<file path="src/rtl/bcd_pkg.sv">
// Shared types and constants for the sequential binary-to-BCD converter.
package bcd_pkg;

  localparam int unsigned BCD_DIGIT_W = 4;

  typedef logic [BCD_DIGIT_W-1:0] bcd_digit_t;

  localparam bcd_digit_t BCD_ADD3_THRESH = 4'd5;

  typedef enum logic [1:0] {
    IDLE,
    SHIFT,
    DONE
  } bcd_state_t;

endpackage

</file>
<file path="src/rtl/bcd_add3.sv">
// Single-digit double-dabble correction: digits of 5 or more get +3 before the shift.
module bcd_add3
  import bcd_pkg::*;
(
  input  bcd_digit_t digit_i,
  output bcd_digit_t corr_c_o
);

  always_comb begin
    corr_c_o = digit_i;
    if (digit_i >= BCD_ADD3_THRESH) begin
      corr_c_o = digit_i + bcd_digit_t'(3);
    end
  end

endmodule

</file>
<file path="src/rtl/bcd_seq_converter.sv">
// Multi-cycle shift-and-add-3 binary-to-BCD converter with start/done handshake.
// Define BCD_SATURATE_EN to clamp out-of-range results to 9999 instead of value mod 10000.
module bcd_seq_converter
  import bcd_pkg::*;
#(
  parameter int unsigned DATA_W = 16,
  parameter int unsigned DIGITS = 4
) (
  input  logic              clk_i,
  input  logic              reset,
  input  logic [DATA_W-1:0] data_i,
  input  logic              start_i,
  output logic              busy_o,
  output logic              done_o,
  output logic [3:0]        ones_o,
  output logic [3:0]        tens_o,
  output logic [3:0]        hundreds_o,
  output logic [3:0]        thousands_o,
  output logic              over_o
);

  localparam int unsigned INT_DIGITS = 5;
  localparam int unsigned SCR_W      = INT_DIGITS * BCD_DIGIT_W;
  localparam int unsigned OUT_W      = DIGITS * BCD_DIGIT_W;
  localparam int unsigned CNT_W      = $clog2(DATA_W + 1);
  localparam int unsigned CAT_W      = SCR_W + DATA_W;

  bcd_state_t        state_q, state_d;
  logic [SCR_W-1:0]  scr_q, scr_d, scr_add;
  logic [DATA_W-1:0] sh_q, sh_d;
  logic [CNT_W-1:0]  cnt_q, cnt_d;
  logic [OUT_W-1:0]  disp_q, disp_d;
  logic              busy_q, busy_d;
  logic              done_q, done_d;
  logic              over_q, over_d;
  logic [CAT_W-1:0]  shifted;

  // Parallel +3 correction on every scratch digit, applied before each shift.
  for (genvar g = 0; g < INT_DIGITS; g++) begin : g_add3
    bcd_add3 u_add3 (
      .digit_i  (scr_q[g*BCD_DIGIT_W +: BCD_DIGIT_W]),
      .corr_c_o (scr_add[g*BCD_DIGIT_W +: BCD_DIGIT_W])
    );
  end

  assign shifted = {scr_add, sh_q} << 1;

  always_comb begin
    state_d = state_q;
    scr_d   = scr_q;
    sh_d    = sh_q;
    cnt_d   = cnt_q;
    disp_d  = disp_q;
    busy_d  = busy_q;
    done_d  = 1'b0;
    over_d  = over_q;
    case (state_q)
      IDLE: begin
        if (start_i) begin
          sh_d    = data_i;
          scr_d   = '0;
          cnt_d   = CNT_W'(DATA_W);
          busy_d  = 1'b1;
          state_d = SHIFT;
        end
      end
      SHIFT: begin
        scr_d = shifted[CAT_W-1 -: SCR_W];
        sh_d  = shifted[DATA_W-1:0];
        cnt_d = cnt_q - CNT_W'(1);
        if (cnt_q == CNT_W'(1)) begin
          state_d = DONE;
        end
      end
      DONE: begin
        // Digits only update here so the display never shows a partial conversion.
        over_d = (scr_q[SCR_W-1 -: BCD_DIGIT_W] != '0);
        disp_d = scr_q[OUT_W-1:0];
`ifdef BCD_SATURATE_EN
        if (over_d) begin
          disp_d = {DIGITS{BCD_DIGIT_W'(9)}};
        end
`endif
        busy_d  = 1'b0;
        done_d  = 1'b1;
        state_d = IDLE;
      end
      default: state_d = IDLE;
    endcase
  end

  always_ff @(posedge clk_i) begin
    if (reset) begin
      state_q <= IDLE;
      scr_q   <= '0;
      sh_q    <= '0;
      cnt_q   <= '0;
      disp_q  <= '0;
      busy_q  <= 1'b0;
      done_q  <= 1'b0;
      over_q  <= 1'b0;
    end else begin
      state_q <= state_d;
      scr_q   <= scr_d;
      sh_q    <= sh_d;
      cnt_q   <= cnt_d;
      disp_q  <= disp_d;
      busy_q  <= busy_d;
      done_q  <= done_d;
      over_q  <= over_d;
    end
  end

  assign busy_o      = busy_q;
  assign done_o      = done_q;
  assign over_o      = over_q;
  assign ones_o      = disp_q[0*BCD_DIGIT_W +: BCD_DIGIT_W];
  assign tens_o      = disp_q[1*BCD_DIGIT_W +: BCD_DIGIT_W];
  assign hundreds_o  = disp_q[2*BCD_DIGIT_W +: BCD_DIGIT_W];
  assign thousands_o = disp_q[3*BCD_DIGIT_W +: BCD_DIGIT_W];

endmodule

</file>
<file path="config.mk">
export PLATFORM = sky130hd
export DESIGN_NAME = bcd_seq_converter
export DESIGN_NICKNAME = d
export VERILOG_FILES = /design/src/rtl/bcd_pkg.sv /design/src/rtl/bcd_add3.sv /design/src/rtl/bcd_seq_converter.sv
export SDC_FILE = /design/constraint.sdc
export NUM_CORES = 1
export LEC_CHECK = 0
export BUFFER_PORTS_ARGS = -buffer_cell sky130_fd_sc_hd__buf_2
export CORE_MARGIN = 1.5
export CORE_UTILIZATION = 57
export DETAILED_ROUTE_END_ITERATION = 7
export PLACE_DENSITY_LB_ADDON = 0.1
export SETUP_SLACK_MARGIN = 0.15
export SYNTH_ARGS = -nofsm -noshare
export SYNTH_HDL_FRONTEND = slang
export SYNTH_SLANG_ARGS = --single-unit
</file>
<file path="constraint.sdc">
create_clock -name clk_i -period 1.9 [get_ports clk_i]
set_input_delay 0.475 -clock clk_i [delete_from_list [all_inputs] [get_ports clk_i]]
set_output_delay 0.475 -clock clk_i [all_outputs]
set_load 0.1 [all_outputs]
</file>
**After elaboration in Yosys (flattened, before gate mapping)**

Cells that the tools add are included.

- Word-level logic and storage cells: 48
- Input bits: 19
- Bits in registers: 62

- $add $sub $neg: 6
- Mux-type cells: 17
- Equality and inequality tests: 5
- Magnitude comparators: 5
- Reduce and logical (&&, ||, !) cells: 7

Operator list:

| kind | count |
|---|---|
| case mux 20 bit (2 select lines) | 1 |
| case mux 16 bit (2 select lines) | 1 |
| greater-or-equal comparator 4 x 3 -> 1 bit (second input constant) | 5 |
| two-way mux 20 bit | 1 |
| adder 4 x 2 -> 4 bit (second input constant) | 4 |
| two-way mux 16 bit | 1 |
| two-way mux 4 bit | 4 |
| case mux 5 bit (2 select lines) | 1 |
| AND reduction 2 bit | 3 |
| == test 5 x 1 -> 1 bit (second input constant) | 1 |
| two-way mux 5 bit | 1 |
| subtractor 5 x 1 -> 5 bit (second input constant) | 1 |
| two-way mux 2 bit | 2 |
| inequality test 2 bit (second input constant) | 2 |
| case mux 2 bit (2 select lines) | 1 |
| nonzero test 2 bit | 2 |
| nonzero test 4 bit | 1 |
| adder 3 x 2 -> 3 bit (second input constant) | 1 |
| two-way mux 3 bit | 1 |
| == test 2 x 1 -> 1 bit (second input constant) | 1 |
| == test 2 bit (second input constant) | 1 |
| logical NOT 2 bit | 1 |
| two-way mux 1 bit | 2 |
| case mux 1 bit (2 select lines) | 1 |

**Depth between registers and ports, before layout**

Gate-level depths: netlist (run 1).

- Word-level depth: 3
- Depth in mapped cells: 6
- Depth with buffers taken out: 6

**Modules after synthesis**

Synthesis (run 1) repeated with hierarchy kept, for this count alone.

- Cell total of the unflattened synthesis: 300
- Area, all modules: 2,910.3 um^2

By module, submodules not included:

| module | cells each | area an instance (um^2) | seq. area each (um^2) | times used |
|---|---|---|---|---|
| bcd_seq_converter | 220 | 2,403.6 | 1,241.2 | 1 |
| bcd_add3 | 16 | 101.3 | 0.0 | 5 |

**Least setup slack after synthesis (run 1)**

OpenSTA, ideal clock, no wires.

- Kind: in2reg
- Start point: input start_i
- End point: register scr_q[13]
- Data arrival time: 1.433 ns
- Slack: 0.394 ns
- Stages on the path: 6
- Required time: 1.827 ns
- Buffers on the path: 3
- Library setup time: 0.073 ns
- Cell sequence: buf_2 > o21ba_4 > or2_1 > buf_6 > buf_6 > o22ai_2

- Longest elaborated chain between the ends: 2

Ends and longest elaborated chain:

| what | RTL line | source |
|---|---|---|
| start, declared | bcd_seq_converter.sv:12 | `input logic start_i,` |
| inequality test 2 bit (no source line) | -- |  |
| AND reduction 2 bit (no source line) | -- |  |
| end signal, assigned | bcd_seq_converter.sv:104 | `scr_q <= scr_d;` |
| end, declared | bcd_seq_converter.sv:29 | `logic [SCR_W-1:0] scr_q, scr_d, scr_add;` |

Every way passes these cells.
A chain may end at the register's enable or synchronous reset.

**Worst setup path after layout (run 1)**

- Start point: register over_q (netlist: over_o)
- End point: output over_o

RTL lines:

| what | RTL line | source |
|---|---|---|
| start, declared | bcd_seq_converter.sv:35 | `logic over_q, over_d;` |
| start signal, assigned | bcd_seq_converter.sv:110 | `over_q <= over_d;` |
| end, declared | bcd_seq_converter.sv:19 | `output logic over_o` |

No word-level cell between the ends.

==> results of run 1 <==
-- worst reg2reg max path: stages, from the launching register on --
cell and delay [ns]:
dfxtp_1 0.37, inv_1 0.11, ha_1 0.20, nand2b_1 0.14, a21oi_1 0.35, mux2i_1 0.13
a22o_1 0.20
-- metrics by stage --
step	util, %	hold WS [ns]	instance area [um2]	cells
global placement	65.31	0.4386	3126	412
CTS	70.25	0.3526	3362	428
floorplan	-	0.4257	2853	314
detailed placement	65.31	0.4430	3126	412
global route	70.30	0.3727	3364	428
finish	70.30	0.3652	3364	428
-- final timing paths --
path	startpoint	endpoint	slack, ns	cells past startpoint
min reg2reg	disp_q[1]	disp_q[1]	0.45	2
min	data_i[15]	sh_q[15]	0.37	3
max	over_o	over_o	0.30	1
max reg2reg	scr_q[9]	scr_q[10]	0.31	6
-- cell families (layout without fill, tap and decap cells) --
logic type	count (synthesis)	after routing	share of synthesized area, %
simple gates	91	91	13.99
compound gates	90	90	24.47
flops	62	62	43.51
buf+inv	43	90	7.456
fa+ha+maj	13	13	5.702
xor+xnor	9	9	2.763
mux	6	6	2.105
-- area by class of cell --
| class | instances | area, um2 | area share, % |
|---|---|---|---|
| Clock buffer | 13 | 168.9 | 5.020 |
| Clock inverter | 3 | 65.06 | 1.934 |
| Inverter | 23 | 86.33 | 2.566 |
| Multi-Input combinational cell | 209 | 1404 | 41.73 |
| Sequential cell | 62 | 1241 | 36.89 |
| Tap cell | 67 | 83.83 | 2.492 |
| Timing Repair Buffer | 51 | 315.3 | 9.371 |
-- per-layer routing --
metal,up-vias,wire [um],share of wire (%)
met5,-,0,0
met4,0,82,1.4
met3,7,238,4.2
met2,37,2546,45
met1,1057,2796,49
li1,1173,-,-
-- state kept, by name (all words and copies together), names as in the netlist --
| signal | flops |
|---|---|
| state_q | 2 |
| over_o | 1 |
| busy_o | 1 |
| cnt_q | 5 |
| done_o | 1 |
| sh_q | 16 |
| disp_q | 16 |
| scr_q | 20 |
-- timing repair --
| item | CTS | global route |
|---|---|---|
| endpoints found under the setup margin | 6 | 3 |
| hold buffers | 0 | 0 |
| resized for setup | 1 | 1 |
-- synth_stat cells, drive strengths merged, types with 2 or more instances --
| library cell | count | area (um2) |
|---|---|---|
| nand2 | 42 | 157.7 |
| xnor2 | 5 | 43.79 |
| nor3 | 7 | 35.03 |
| o31ai | 6 | 45.04 |
| a22o | 9 | 78.83 |
| a32o | 5 | 50.05 |
| a2bb2oi | 2 | 17.52 |
| mux2i | 6 | 60.06 |
| clkbuf | 5 | 18.77 |
| nand2b | 6 | 45.04 |
| inv | 23 | 86.33 |
| a21o | 2 | 15.01 |
| o21ai | 9 | 45.04 |
| nor2 | 29 | 113.9 |
| o221a | 5 | 56.30 |
| xor2 | 4 | 35.03 |
| a222oi | 4 | 40.04 |
| o22ai | 6 | 75.07 |
| or2 | 2 | 12.51 |
| a21oi | 34 | 170.2 |
| buf | 15 | 107.6 |
| o32ai | 4 | 65.06 |
| ha | 13 | 162.7 |
| dfxtp | 62 | 1241 |
-- report_power, final --
part           switching, uW  leakage [uW]  internal (uW)
Combinational            212      0.000812            164
Sequential              44.0      0.000504           1360
Clock                    497      0.000120            844
Total                    753       0.00144           2370
==> flow_metrics.py, run 1 <==
metrics = {
    "place": {
        "port-buffer-count": 37,
        "post-place-ws_ns": 0.05612,
        "gp_congestion": 0.7824,
        "dp_hpwl_um": 3841,
    },
    "clock_tree": {
        "cts_tree": "done",
        "h-tree-depth": 3,
        "cts_buffers": 9,
        "clk_pin_slew_ns": 0.07,
        "post_cts_buffers": 0,
        "cts_sinks": 62,
        "root_buffer": "clkbuf_8",
        "insertion_delay_ns": 0.35,
        "cts_buffer_depth": 2,
    },
    "timing": {
        "maxSlewHeadroom_pct": 51.84,
        "setup_violations": 0,
        "clock_skew_ns": 0.007339,
        "slew_violations": 0,
        "max_freq_mhz": 625.0,
        "hold_viol_final": 0,
        "timing.final.crit_share_pct": 84.21,
        "rsz0062_at_grt": "false",
        "finalSetupTns_ns": 0,
        "period_needed_ns": 1.600,
        "setup_ws_ns": 0.3001,
        "tightest_slew_ns": 0.7217,
    },
    "yosys": {
        "avgSynthCellArea_um2": 9.085,
        "yosys_register_bits": 62,
        "synth-main-ff-cell": "dfxtp_1",
        "ys_types": 39,
        "syn_area_mm2": 0.002853,
        "synth_edf_count": 0,
        "async_reset_ff_share_pct": 0,
        "syn_inst": 314,
        "synth_warnings": 0,
        "syn_nets": 346,
        "synth-seq-area-share_pct": 43.51,
    },
    "global_route": {
        "met1_usage_pct": 29.62,
        "grt_busiest_layer": "met2",
        "grt_use_total_pct": 23.31,
        "grt_pass1_vias": 2080,
        "grtUsageMet3_pct": 8.368,
        "grt_max_degree": 19,
        "grt_first_pass_wirelength_um": 9570,
        "antenna_found_initial": 0,
        "grt_util_met2_pct": 36.84,
        "overflow": 0,
    },
    "critical_path": {
        "cp_num_buf_inv": 1,
        "crit_required_ns": 1.42,
        "path_class": "flip-flop to output port",
        "critPathLaunchType": "flip-flop",
        "worstSetupEndpointType": "output port",
        "cp_cell_sequence": "buf_2",
        "cpMaxStageDelayCell": "buf_2",
        "critPathArrivalTime_ns": 1.12,
        "cp_max_fo": 2,
        "critical_path.max_stage_delay_ns": 0.43,
        "crit_family": "buffers and inverters",
    },
    "detailed_routing": {
        "drc_errors": 0,
        "drtPass1Iterations": 4,
        "wire_per_inst_um": 13.23,
        "num_vias": 2274,
        "via_per_inst": 5.313,
        "drtAntennaViolNets": 0,
        "drtIter0Drc": 98,
        "wirelength_um": 5663,
    },
    "final_layout": {
        "n_antenna_cell": 0,
        "nFillCells": 390,
        "area_growth_pct": 17.94,
        "final_common_cell": "dfxtp_1",
        "drive_above_1_share_pct": 24.38,
        "nets": 388,
        "final_cell_mix": "62 x dfxtp_1, 42 x nand2_1, 37 x buf_2, 34 x a21oi_1, 26 x nor2_1",
    },
    "power": {
        "p_per_area_mw_per_mm2": 928.2,
        "max-vdd-ir-drop_uv": 691.2,
        "totalPowerFinal_uw": 3123,
        "power_leakage_uw": 0.001436,
    },
    "hold_path": {
        "hold_path.class": "primary input to flip-flop",
    },
    "floorplanning": {
        "die_x_um": 73.75,
        "rows": 25,
        "initial_core_util_pct": 59.61,
        "coreArea_mm2": 0.004786,
        "die_h_um": 73.75,
        "io_pins": 38,
        "dieArea_mm2": 0.005438,
    },
    "run": {
        "cap_viol_max_count": 0,
    },
    "status": {
        "outcome": "finished, final reports clean",
    },
}
Power figures use the tool's default switching activity.
==> inputs of run 2 (changes only) <==
Settings changed: CORE_UTILIZATION 57 to 51.
Clock period 1.9 ns to 1.47 ns, I/O delays scaled along.
==> flow_metrics.py, run 2 (synthesis results as in run 1) <==
metrics = {
    "status": {
        "outcome": "finished, final reports clean",
    },
    "detailed_routing": {
        "wirelength_um": 8122,
        "drc_errors": 0,
        "wire_per_inst_um": 17.50,
        "drtAntennaViolNets": 0,
        "drtPass1Iterations": 5,
        "drtIter0Drc": 174,
        "via_per_inst": 5.659,
        "num_vias": 2626,
    },
    "floorplanning": {
        "die_x_um": 77.79,
        "rows": 27,
        "coreArea_mm2": 0.005439,
        "die_h_um": 77.79,
        "dieArea_mm2": 0.006051,
        "initial_core_util_pct": 52.45,
        "io_pins": 38,
    },
    "critical_path": {
        "path_class": "flip-flop to flip-flop",
        "critical_path.max_stage_delay_ns": 0.33,
        "critPathLaunchType": "flip-flop",
        "cp_max_fo": 5,
        "path_common_cell": "buf_6",
        "worstSetupEndpointType": "flip-flop",
        "crit_required_ns": 1.70,
        "cpMaxStageDelayCell": "dfxtp_2",
        "cp_cell_sequence": "buf_6, o21ba_4, buf_6, nor2_4, buf_12, a222oi_1, inv_1",
        "critPathArrivalTime_ns": 1.66,
    },
    "timing": {
        "hold_viol_final": 0,
        "clock_skew_ns": 0.01026,
        "maxSlewHeadroom_pct": 70.19,
        "timing.final.crit_share_pct": 97.52,
        "period_needed_ns": 1.434,
        "rsz0062_at_grt": "true",
        "setup_violations": 0,
        "slew_violations": 0,
        "finalSetupTns_ns": 0,
        "tightest_slew_ns": 0.4460,
        "max_freq_mhz": 697.5,
    },
    "final_layout": {
        "top_regs": "scr_q (20), disp_q (16), sh_q (16)",
        "nets": 419,
        "final_util_pct": 80.03,
        "drive_above_1_share_pct": 50.00,
        "design_area_mm2": 0.004353,
        "final_common_cell": "dfxtp_1",
        "n_antenna_cell": 0,
        "regMostFlops": "scr_q",
        "area_growth_pct": 52.59,
        "largest_register_ffs": 20,
        "final_cell_mix": "48 x dfxtp_1, 27 x buf_4, 26 x nand2_1, 25 x nor2_1",
    },
    "clock_tree": {
        "cts_sinks": 62,
        "root_buffer": "clkbuf_8",
        "insertion_delay_ns": 0.35,
        "cts_tree": "done",
        "clk_pin_slew_ns": 0.07,
        "h-tree-depth": 3,
        "cts_buffers": 9,
        "cts_buffer_depth": 2,
    },
    "run": {
        "cap_viol_max_count": 0,
    },
    "place": {
        "port-buffer-count": 37,
        "place_area_mm2": 0.003256,
        "gp_congestion": 0.7554,
        "dp_hpwl_um": 4203,
    },
    "global_route": {
        "grt_use_total_pct": 25.07,
        "grt_first_pass_wirelength_um": 11730,
        "grt_max_degree": 19,
        "antenna_found_initial": 0,
        "grt_pass1_vias": 2470,
        "overflow": 0,
    },
    "power": {
        "totalPowerFinal_uw": 4129,
        "p_per_area_mw_per_mm2": 948.5,
        "power_leakage_uw": 0.001835,
        "max-vdd-ir-drop_uv": 641.9,
    },
    "hold_path": {
        "hold_path.class": "primary input to flip-flop",
    },
}
## run 2: changes by cell type in the layout (fill, tap and decap cells not counted), sizes merged
cell / change
buf: +30
clkbuf: -2
clkinvlp: +2
bufbuf: +1
bufinv: -1
clkinv: +1
## run 2: metal layers
layer | routed length [um] | share of wire [%] | up-vias | global-route usage, %
li1 | - | - | 1253 | -
met1 | 3441 | 42 | 1270 | 32.55
met2 | 4060 | 50 | 84 | 40.78
met3 | 408 | 5.0 | 19 | 6.118
met4 | 211 | 2.6 | 0 | 8.000
met5 | 0 | 0 | - | 0
## run 2: metrics by stage
step           worst slack (ns)  std cells  hold WS [ns]
3_5_place_dp            -0.3170        428        0.4450
6_report                0.03639        464        0.2592
5_1_grt                -0.05967        464        0.2758
2_1_floorplan           0.07813        314        0.4257
3_3_place_gp            -0.2286        428        0.4385
4_1_cts                 0.04232        458        0.2587
## run 2: layout make-up
| type | count | area (um2) |
|---|---|---|
| sequential | 62 | 1261 |
| timing repair buffer | 82 | 902.1 |
| inverter | 23 | 88.84 |
| tap | 72 | 90.09 |
| clock inverter | 5 | 58.81 |
| multi-input combinational | 209 | 1810 |
| fill | 341 | 1086 |
| clock buffer | 11 | 141.4 |
## run 2: final timing paths
kind / cells after the start / slack (ns) / startpoint / end
min reg2reg: 2 / 0.47 / scr_q[1] / disp_q[1]
max reg2reg: 7 / 0.04 / state_q[1] / sh_q[13]
min: 3 / 0.26 / data_i[15] / sh_q[15]
max: 7 / 0.04 / state_q[1] / sh_q[13]
## run 2: critical path: cells and delay by family, from the launching register on
| family | cells | cell delay [ns] |
|---|---|---|
| AOI/OAI and AO/OA | 2 | 0.52 |
| buffers and inverters | 4 | 0.43 |
| DFF | 1 | 0.33 |
| and+or+nand+nor | 1 | 0.04 |
## run 2: power by group
part	switching (uW)	total, uW	internal (uW)	leakage [uW]
registers	64.8	1820	1760	0.000511
logic	373	754	381	0.00123
clock network	723	1550	830	0.0000955
total	1160	4130	2970	0.00184
## run 2: repair_timing
action,in CTS,in global routing
hold buffers,0,0
pin swaps,12,18
gates cloned,3,0
resized for setup,72,105
endpoints found under the setup margin,60,63
buffers inserted,11,6
endpoints found under the hold margin,0,0
==> inputs of run 3 (changes only) <==
Settings changed: PLACE_DENSITY set to 0.75, PLACE_DENSITY_LB_ADDON 0.1 to unset.
==> flow_metrics.py, run 3 (synthesis results as in run 1) <==
metrics = {
    "critical_path": {
        "crit_family": "compound AO/OA/AOI/OAI gates",
        "critPathArrivalTime_ns": 1.69,
        "cp_max_fo": 8,
        "cp_num_buf_inv": 2,
        "reg2reg_to": "scr_q[3]",
        "path_class": "flip-flop to flip-flop",
        "cpMaxStageDelayCell": "dfxtp_2",
        "crit_required_ns": 1.71,
        "cp_cell_sequence": "buf_6, o21ba_4, or2_4, buf_12, o31ai_4, a32o_1",
        "reg2reg_depth": 6,
        "worstReg2RegStart": "state_q[1]",
        "worstSetupEndpointType": "flip-flop",
        "critPathLaunchType": "flip-flop",
        "r2r_slack_ns": 0.02,
        "critical_path.max_stage_delay_ns": 0.34,
    },
    "detailed_routing": {
        "drtPass1Iterations": 4,
        "num_vias": 2650,
        "via_per_inst": 5.675,
        "wirelength_um": 8074,
        "drtAntennaViolNets": 0,
        "drc_errors": 0,
        "drtIter0Drc": 173,
        "wire_per_inst_um": 17.29,
    },
    "timing": {
        "setup_violations": 0,
        "rsz0062_at_grt": "true",
        "holdWs_ns": 0.2542,
        "finalSetupTns_ns": 0,
        "hold_viol_final": 0,
        "slew_violations": 0,
        "clock_skew_ns": 0.01088,
        "timing.final.crit_share_pct": 98.92,
        "max_freq_mhz": 687.7,
        "tightest_slew_ns": 0.7281,
        "maxSlewHeadroom_pct": 51.41,
        "period_needed_ns": 1.454,
    },
    "clock_tree": {
        "root_buffer": "clkbuf_8",
        "cts_sinks": 62,
        "cts_buffer_depth": 2,
        "postCtsHoldBufs": 0,
        "insertion_delay_ns": 0.35,
        "h-tree-depth": 3,
        "clk_pin_slew_ns": 0.08,
        "cts_tree": "done",
        "cts_buffers": 9,
    },
    "final_layout": {
        "nets": 422,
        "drive_above_1_share_pct": 43.54,
        "largest_register_ffs": 20,
        "area_growth_pct": 44.39,
        "final_cell_mix": "50 x dfxtp_1, 42 x nand2_1, 33 x buf_4, 29 x a21oi_1, 25 x nor2_1",
        "top_regs": "scr_q (20), disp_q (16), sh_q (16)",
        "n_antenna_cell": 0,
        "final_common_cell": "dfxtp_1",
        "regMostFlops": "scr_q",
    },
    "floorplanning": {
        "die_x_um": 77.79,
        "coreArea_mm2": 0.005439,
        "initial_core_util_pct": 52.45,
        "die_h_um": 77.79,
        "io_pins": 38,
        "dieArea_mm2": 0.006051,
        "rows": 27,
    },
    "global_route": {
        "overflow": 0,
        "grt_first_pass_wirelength_um": 12100,
        "grt_use_total_pct": 26.02,
        "grt_max_degree": 19,
        "grt_pass1_vias": 2582,
        "antenna_found_initial": 0,
    },
    "hold_path": {
        "min_from": "data_i[0]",
        "worst_hold_path.num_cells": 2,
        "min_to": "sh_q[0]",
        "hold_path.class": "primary input to flip-flop",
    },
    "place": {
        "dp_hpwl_um": 4173,
        "port-buffer-count": 37,
        "gp_congestion": 0.7369,
    },
    "run": {
        "cap_viol_max_count": 0,
    },
    "power": {
        "p_per_area_mw_per_mm2": 955.8,
        "max-vdd-ir-drop_uv": 578.8,
        "power_leakage_uw": 0.001683,
        "totalPowerFinal_uw": 3937,
    },
    "status": {
        "outcome": "finished, final reports clean",
    },
}
run 3: power by group:
part	total [uW]	switching (uW)	internal, uW
Sequential	1820	63.8	1760
Combinational	694	358	336
Clock	1420	675	745
run 3: layout make-up:
type | count | area, um2
Clock inverter | 3 | 17.52
Tap cell | 72 | 90.09
Sequential cell | 62 | 1261
Fill cell | 340 | 1320
Clock buffer | 13 | 168.9
Multi-Input combinational cell | 209 | 1670
Timing Repair Buffer | 85 | 817.0
Inverter | 23 | 93.84
run 3: metal layers:
metal  wire, um  track usage (%)  up-vias
met5          0                0        -
met4        139            12.91        0
met3        481            4.824       15
met2       4101            43.83       90
met1       3351            31.60     1294
li1           -                -     1251
run 3: worst register-to-register path: cells and delay by family, from the launching register on:
| family | cells | cell delay, ns |
|---|---|---|
| AOI/OAI and AO/OA | 3 | 0.56 |
| DFF | 1 | 0.34 |
| buffers and inverters | 2 | 0.28 |
| and+or+nand+nor | 1 | 0.17 |
run 3: how the worst max path moves through the flow:
stage / to / depth (start not counted) / start / slack [ns]
floorplan: scr_q[17] / 6 / start_i / 0.08
global placement: scr_q[7] / 3 / reset / -0.22
detailed placement: scr_q[3] / 3 / reset / -0.26
CTS: scr_q[3] / 6 / state_q[1] / 0.06
global route: scr_q[14] / 6 / scr_q[13] / -0.03
finish: scr_q[3] / 6 / state_q[1] / 0.02
run 3: repair_timing:
| item | 4_1_cts | 5_1_grt |
|---|---|---|
| setup buffers | 13 | 9 |
| resized for setup | 82 | 46 |
| gates cloned | 3 | 0 |
| setup endpoints to repair | 49 | 44 |
| pin swaps | 11 | 13 |
run 3: stage by stage:
| stage | std cells | instance area [um2] | util, % | setup WS, ns |
|---|---|---|---|---|
| after global routing | 467 | 4119 | 75.73 | -0.03119 |
| after detailed placement | 426 | 3228 | 59.35 | -0.2643 |
| after CTS | 458 | 3826 | 70.35 | 0.06149 |
| final | 467 | 4119 | 75.73 | 0.01591 |
| after floorplan | 314 | 2885 | - | 0.07813 |
| after global placement | 426 | 3228 | 59.35 | -0.2159 |
